===== config.mk =====
export PLATFORM = sky130hd
export DESIGN_NAME = lcd_rx
export DESIGN_NICKNAME = d
export VERILOG_FILES = /design/src/rtl/lcd_rx.sv
export SDC_FILE = /design/constraint.sdc
export NUM_CORES = 1
export LEC_CHECK = 0
export BUFFER_PORTS_ARGS = -buffer_cell sky130_fd_sc_hd__buf_2
export CORE_MARGIN = 1.5
export CORE_UTILIZATION = 32
export CTS_CLUSTER_SIZE = 24
export DETAILED_ROUTE_END_ITERATION = 10
export GPL_ROUTABILITY_DRIVEN = 0
export PLACE_DENSITY = 0.58
export SYNTH_ARGS = -nofsm -noshare
export SYNTH_HDL_FRONTEND = slang
export SYNTH_SLANG_ARGS = --single-unit

===== constraint.sdc =====
create_clock -name clk -period 4.8 [get_ports clk]
set_input_delay 0.24 -clock clk [delete_from_list [all_inputs] [get_ports clk]]
set_output_delay 0.24 -clock clk [all_outputs]
set_load 0.01 [all_outputs]

===== src/rtl/lcd_rx.sv =====
// -----------------------------------------------------------------------------
// lcd_rx -- passive receiver for a 4-bit monochrome LCD panel bus.
//
// The panel bus (FLM, CL1/LP, CL2/DCLK, M, DATA) is asynchronous to clk. Every
// bus input passes through a 2-flop synchronizer and one history flop. Falling
// edges of DCLK and LP are found from the synchronized copies only. A
// two-state FSM (WAIT_FRAME / IN_FRAME) tracks frame lock. Inside a frame every
// DCLK fall yields one pixel nibble with its (x, y) position, and every LP fall
// ends a line.
//
// Parameters
//   H_NIBBLES  nibbles per line (default 80 = 320 px)
//   V_LINES    lines per frame  (default 240)
//
// Ports
//   clk, rst_n                 sampling clock, async active-low reset
//   lcd_flm, lcd_cl1, lcd_cl2  frame marker, line latch, data shift clock
//   lcd_m, lcd_data[3:0]       AC-drive polarity, pixel nibble
//   err_clr                    synchronous clear of the sticky error flags
//   pix_data[3:0], pix_x[7:0], pix_y[8:0], pix_valid
//                              captured nibble, its position, 1-cycle strobe
//   frame_start, line_done     1-cycle event pulses
//   locked                     high while IN_FRAME (this is the FSM state)
//   fmt_err, m_err             sticky line-length/line-count and polarity flags
//
// Optional feature: define LCD_RX_M_CHECK_EN to latch lcd_m at each frame start
// and flag m_err when it did not toggle against the previous frame (the first
// frame after reset is not checked). Undefined: m_err is tied to 0.
//
// Handshake: pix_valid is a one-cycle strobe with no back-pressure; pix_data,
// pix_x and pix_y are meaningful only in the cycle pix_valid is high.
// -----------------------------------------------------------------------------
module lcd_rx #(
    parameter int H_NIBBLES = 80,
    parameter int V_LINES   = 240
) (
    input  logic       clk,
    input  logic       rst_n,
    input  logic       lcd_flm,
    input  logic       lcd_cl1,
    input  logic       lcd_cl2,
    input  logic       lcd_m,
    input  logic [3:0] lcd_data,
    input  logic       err_clr,
    output logic [3:0] pix_data,
    output logic       pix_valid,
    output logic [7:0] pix_x,
    output logic [8:0] pix_y,
    output logic       frame_start,
    output logic       line_done,
    output logic       locked,
    output logic       fmt_err,
    output logic       m_err
);

    localparam logic [7:0] H_MAX = 8'(H_NIBBLES);
    localparam logic [8:0] V_MAX = 9'(V_LINES);

    typedef enum logic {
        WAIT_FRAME = 1'b0,
        IN_FRAME   = 1'b1
    } state_e;

    // Bus vector: [7]=m, [6]=flm, [5]=cl1, [4]=cl2, [3:0]=data
    logic [7:0] bus_pin;
    logic [7:0] sync1_q, sync2_q, hist_q;

    assign bus_pin = {lcd_m, lcd_flm, lcd_cl1, lcd_cl2, lcd_data};

    always_ff @(posedge clk or negedge rst_n) begin
        if (!rst_n) begin
            sync1_q <= '0;
            sync2_q <= '0;
            hist_q  <= '0;
        end else begin
            sync1_q <= bus_pin;
            sync2_q <= sync1_q;
            hist_q  <= sync2_q;
        end
    end

    logic       dclk_fall, lp_fall, flm_s;
    logic [3:0] data_s;

    assign dclk_fall = hist_q[4] & ~sync2_q[4];
    assign lp_fall   = hist_q[5] & ~sync2_q[5];
    assign flm_s     = sync2_q[6];
    assign data_s    = sync2_q[3:0];

    // Only the clock bits need their history; the rest exist for uniformity.
    logic unused_hist;
    assign unused_hist = ^{hist_q[7:6], hist_q[3:0]};

    state_e     state_q, state_d;
    logic [7:0] x_q, x_d;
    logic [8:0] y_q, y_d;
    logic [3:0] pix_data_q, pix_data_d;
    logic       pix_valid_q, pix_valid_d;
    logic       frame_start_q, frame_start_d;
    logic       line_done_q, line_done_d;
    logic       lp_pend_q, lp_pend_d;
    logic       fmt_err_q, fmt_err_d;
    logic       fmt_set, restart;
    logic [7:0] x_eff;
    logic       lp_evt;

    // pix_x holds the strobed index during pix_valid and advances one cycle
    // later; x_eff is the nibble count including that pending advance.
    assign x_eff = x_q + {7'd0, pix_valid_q};

    // A DCLK fall coinciding with an LP fall inside a frame defers the line
    // end by one cycle, so the nibble is strobed with its own x/y first.
    assign lp_evt = lp_pend_q | (lp_fall & ~(dclk_fall & (state_q == IN_FRAME)));

    always_comb begin
        state_d       = state_q;
        x_d           = x_q;
        y_d           = y_q;
        pix_data_d    = pix_data_q;
        pix_valid_d   = 1'b0;
        frame_start_d = 1'b0;
        line_done_d   = 1'b0;
        lp_pend_d     = 1'b0;
        fmt_set       = 1'b0;
        restart       = 1'b0;

        if (pix_valid_q) begin
            x_d = x_eff;
        end

        case (state_q)
            WAIT_FRAME: begin
                if (lp_evt && flm_s) begin
                    restart = 1'b1;
                end
            end
            IN_FRAME: begin
                if (dclk_fall) begin
                    if (lp_fall) begin
                        lp_pend_d = 1'b1;
                    end
                    if ((x_eff < H_MAX) && (y_q < V_MAX)) begin
                        pix_valid_d = 1'b1;
                        pix_data_d  = data_s;
                    end else begin
                        fmt_set = 1'b1;
                    end
                end
                if (lp_evt) begin
                    if (y_q < V_MAX) begin
                        // End the current line; an FLM LP also closes the
                        // frame, whose completed line count is y_q + 1.
                        line_done_d = 1'b1;
                        if (x_eff != H_MAX) begin
                            fmt_set = 1'b1;
                        end
                        x_d = 8'd0;
                        y_d = y_q + 9'd1;
                        if (flm_s && ((y_q + 9'd1) != V_MAX)) begin
                            fmt_set = 1'b1;
                        end
                    end else if (!flm_s) begin
                        // Saturated: every further line is an extra line.
                        fmt_set = 1'b1;
                    end
                    if (flm_s) begin
                        restart = 1'b1;
                    end
                end
            end
            default: begin
                state_d = WAIT_FRAME;
            end
        endcase

        if (restart) begin
            state_d       = IN_FRAME;
            frame_start_d = 1'b1;
            x_d           = 8'd0;
            y_d           = 9'd0;
        end
    end

    // A new error in the same cycle as err_clr leaves the flag set.
    assign fmt_err_d = fmt_set | (fmt_err_q & ~err_clr);

    always_ff @(posedge clk or negedge rst_n) begin
        if (!rst_n) begin
            state_q       <= WAIT_FRAME;
            x_q           <= 8'd0;
            y_q           <= 9'd0;
            pix_data_q    <= 4'd0;
            pix_valid_q   <= 1'b0;
            frame_start_q <= 1'b0;
            line_done_q   <= 1'b0;
            lp_pend_q     <= 1'b0;
            fmt_err_q     <= 1'b0;
        end else begin
            state_q       <= state_d;
            x_q           <= x_d;
            y_q           <= y_d;
            pix_data_q    <= pix_data_d;
            pix_valid_q   <= pix_valid_d;
            frame_start_q <= frame_start_d;
            line_done_q   <= line_done_d;
            lp_pend_q     <= lp_pend_d;
            fmt_err_q     <= fmt_err_d;
        end
    end

`ifdef LCD_RX_M_CHECK_EN
    logic m_last_q, m_last_d;
    logic m_seen_q, m_seen_d;
    logic m_err_q, m_err_d;
    logic m_set;

    // The polarity must alternate frame to frame; the first frame after
    // reset has no predecessor and is only recorded.
    assign m_set    = restart & m_seen_q & (sync2_q[7] == m_last_q);
    assign m_last_d = restart ? sync2_q[7] : m_last_q;
    assign m_seen_d = m_seen_q | restart;
    assign m_err_d  = m_set | (m_err_q & ~err_clr);

    always_ff @(posedge clk or negedge rst_n) begin
        if (!rst_n) begin
            m_last_q <= 1'b0;
            m_seen_q <= 1'b0;
            m_err_q  <= 1'b0;
        end else begin
            m_last_q <= m_last_d;
            m_seen_q <= m_seen_d;
            m_err_q  <= m_err_d;
        end
    end

    assign m_err = m_err_q;
`else
    logic unused_m;
    assign unused_m = sync2_q[7];
    assign m_err    = 1'b0;
`endif

    assign pix_data    = pix_data_q;
    assign pix_valid   = pix_valid_q;
    assign pix_x       = x_q;
    assign pix_y       = y_q;
    assign frame_start = frame_start_q;
    assign line_done   = line_done_q;
    assign locked      = (state_q == IN_FRAME);
    assign fmt_err     = fmt_err_q;

endmodule


# After elaboration in Yosys (flattened, before gate mapping)
# Index checks and enable logic that the tools add are counted.
# word_totals
register_bits	47
in_bits	11
out_inout_bits	27
wordCells	69
# op_classes
add_sub_neg	2
order_cmp	2
eq_ne	2
n_mux	31
bitwise_logic	12
reduce_logical	8
# ops
cell	count
8-bit 2-to-1 mux	5
9-bit 2-to-1 mux	4
1-bit 2-to-1 mux	21
9-bit by 1-bit adder with 9-bit output, second input constant	1
9-bit by 8-bit < comparator with 1-bit output, second input constant	1
9-bit by 8-bit != test with 1-bit output, second input constant	1
8-bit by 1-bit adder with 8-bit output	1
8-bit by 7-bit < comparator with 1-bit output, second input constant	1
8-bit by 7-bit != test with 1-bit output, second input constant	1
3-bit AND reduction	2
2-bit nonzero test	3
1-bit bitwise AND	5
1-bit inverter	5
1-bit logical AND	3
1-bit bitwise OR	2
1-bit one-hot mux with 2 select lines	1

# Depth between registers and ports, before layout
# depth
ltp_word	11
ltp_mapped	7
ltp_nobuf	6

# Least setup slack after synthesis
# Ideal clock, no wire load.
# synth_path
kind	register -> register
start	reg pix_valid_q (netlist: pix_valid)
end	reg pix_data_q[0] (netlist: pix_data[0])
setup_ns	0.125
arrival_time_ns	2.087
required_time_ns	4.675
setup_slack_ns	2.588
path_stages_with_launch	8
path_buffers	1
path_cell_list	dfrtp_1 -> ha_1 -> and4_4 -> buf_6 -> or3_1 -> a31oi_2 -> o211ai_4 -> mux2_4
# synth_between
elab_chain_len	4
# synth_lines
element	line_no	source
start, declared	98	logic pix_valid_q, pix_valid_d;
start signal, assigned	203	pix_valid_q <= pix_valid_d;
8-bit by 1-bit adder with 8-bit output	109	assign x_eff = x_q + {7'd0, pix_valid_q};
8-bit by 7-bit < comparator with 1-bit output	142	if ((x_eff < H_MAX) && (y_q < V_MAX)) begin
1-bit logical AND	142	
3-bit AND reduction (no source line)	-	
end signal, assigned	202	pix_data_q <= pix_data_d;
end, declared	97	logic [3:0] pix_data_q, pix_data_d;
# Every way passes these cells.
# A chain may end at the register's enable or synchronous reset.

# Worst setup path in the final report
# layout_path
start	reg pix_valid_q (netlist: pix_valid)
end	reg pix_data_q[2] (netlist: pix_data[2])
# The elaborated chain is that of the path after synthesis.

==> out/metrics.cfg <==
[status]
outcome = complete, no violations

[detailed_routing]
viasPerCell = 4.98
wire_per_inst_um = 14.3
vias = 1370
drc_errors = 0
dr.pass1.iters = 4
wl_um = 3920
drtAntennaViolNets = 0
drt_iter0_drc = 49

[final_layout]
final_net_count = 213
fill_cells = 591
multi_input_area_um2 = 783
fin_area_um2 = 2290
diodes = 0
layout_common_cells = 43 x dfrtp_1, 35 x buf_2, 12 x nor2_1
ff_latch_area_um2 = 1080
final_common_cell = dfrtp_1
syn_to_final_growth_pct = 18.3
drive_above_1_share_pct = 28.0

[cts]
cts_sinks = 43
cts_buffer_depth = 2
cts_made_buffers = 5
clkSlewWorstSetupHoldPaths_ps = 90
clock_latency_ps = 300
htreeDepth = 2
postCtsHoldBufs = 0
cts-root-buf = clkbuf_8
cts_setup_buffers = 0
cts_resized = 0
cts_tree = built

[sta]
rsz0062_at_grt = false
period_needed_ps = 2500
hold_viol = 0
finalSetupTns_ps = 0
maxSlewViolCount = 0
skew_ps = 10.2
slew_headroom_pct = 37.7
fmax_mhz = 399
worst-slew-pin-transition_ps = 935
holdWs_ps = 50.7
setup_viol = 0
timing.final.crit_share_pct = 52.2

[synthesis]
ys_seq_area_share_pct = 55.7
syn_nets = 179
synth_seq_cells = 43
synth_area_per_cell_um2 = 11.7
synth_cell_types = 48
syn_area_um2 = 1930
yosysWarnings = 0
syn_inst = 165

[grt]
grt_pass1_wl_um = 6390
gr-usage-all-layers_pct = 12.9
grt_pass1_vias = 1278
grt_max_degree = 44
antenna_found_initial = 0
grt.overflow.total = 0

[die]
fp.dieArea_um2 = 6520
start_util_pct = 32.8
die_w_um = 80.7
fp-row-count = 28
core_region_area_um2 = 5890
die_y_um = 80.7
pin_count = 38

[critical_path]
crit_arrival_ps = 2680
worstSetupEndpointType = flop
crit_chain = ha_1, nand2_1, o311ai_0, a31oi_2, o211ai_4, mux2_4
worst_path_max_delay_cell = dfrtp_1
critPathKind = flop to flop
crit_required_ps = 4980
cpPeakStageDelay_ps = 580
worst-r2r-setup-slack_ps = 2300
critPathMaxFanout = 10
worst_setup_path_start_kind = flop

[job]
drv_cap = 0

[placement]
io_buffers = 35
place_area_um2 = 2150
post-dp-hpwl_um = 2550

[power]
fin_total_pwr_mw = 0.828
p_leak_nw = 1.16
power_per_cell_area_nw_per_um2 = 362
peakVddDrop_uv = 158

[min_path]
hp-class = input pin to flop

## sequential cells by signal, summed over array words and instances (netlist names)
signal	flops
pix_x	8
fmt_err	1
locked	1
lp_pend_q	1
sync2_q	7
pix_valid	1
line_done	1
pix_y	9
frame_start	1
sync1_q	7
hist_q	2
pix_data	4
## final cells by class
type	instances	share of cell area [%]
Tap cell	75	4.10
Sequential cell	43	47.0
Inverter	6	0.985
Clock inverter	3	2.95
Clock buffer	5	3.01
Timing Repair Buffer	35	7.66
Multi-Input combinational cell	108	34.2
## cells by family (layout without fill, tap and decap cells)
family,Yosys count,count (layout),share of synthesized area (%)
other,1,1,0.194
muxes,5,5,3.69
and+or+nand+nor,56,56,16.1
AOI/OAI and AO/OA,32,32,13.7
buffers and inverters,14,49,3.82
xor gates and xnor gates,11,11,4.98
DFF,43,43,55.7
adders and majority gates,3,3,1.94
## metal layers
metal  global-route usage [%]  part of all wire [%]  up-vias
met1                     17.5                    48      683
met4                     4.66                  0.84        0
met5                        0                     0        -
met2                     19.8                    47       30
met3                     3.30                   4.3        4
li1                         -                     -      653
## worst max-delay path, delay by kind of cell (launching register included)
family	cells	cell delay [ps]
AND/OR/NAND/NOR	1	150
adder cells (fa/ha/maj)	1	400
AO/OA/AOI/OAI	3	920
multiplexers	1	330
flip-flops	1	580
## where the power goes
part | switching, mW | leakage [nW] | internal (mW) | total (mW)
clock network | 0.127 | 0.0644 | 0.207 | 0.334
logic | 0.0476 | 0.558 | 0.0403 | 0.0878
registers | 0.0200 | 0.542 | 0.386 | 0.406
## cell usage after synthesis, drive strengths merged
library cell,count,area [µm²]
o41ai,1,8.76
and3,6,38.8
nand2b,2,12.5
o21ai,3,18.8
and4b,2,20.0
and2b,1,7.51
or2,2,12.5
ha,3,37.5
o31ai,2,15.0
and2,2,12.5
or3,1,6.26
o211a,2,20.0
nor2,12,45.0
xnor2,3,26.3
dfrtp,43,1080
a21oi,4,20.0
nand4,2,12.5
mux2,5,71.3
nand2,9,33.8
and4,2,21.3
a41oi,4,35.0
o311ai,1,8.76
nand3b,1,7.51
a211o,1,8.76
a21o,2,15.0
a31oi,3,25.0
nand4b,1,8.76
a32oi,1,8.76
a22o,3,26.3
buf,5,40.0
xor2,8,70.1
inv,6,22.5
nor2b,5,31.3
conb,1,3.75
a21boi,1,7.51
a41o,1,10.0
nand3,8,40.0
o211ai,2,28.8
a22oi,1,7.51
clkbuf,3,11.3
## metrics by stage
stage / instances / worst slack [ps] / utilization (%)
global route: 275 / 2160 / 38.9
floorplan: 165 / 2590 / -
CTS: 275 / 2300 / 38.9
detailed placement: 267 / 2340 / 36.5
finish: 275 / 2300 / 38.9
global placement: 267 / 2400 / 36.5
## path summary, 6_finish.rpt
check | depth (start not counted) | endpoint | from
max | 6 | pix_data[2] | pix_valid
min | 1 | sync1_q[3] | lcd_data[3]
max reg2reg | 6 | pix_data[2] | pix_valid
min reg2reg | 0 | sync2_q[0] | sync1_q[0]
max in group asynchronous | 1 | pix_y[3] | rst_n
min in group asynchronous | 1 | locked | rst_n
(Power assumes the default switching activity.)
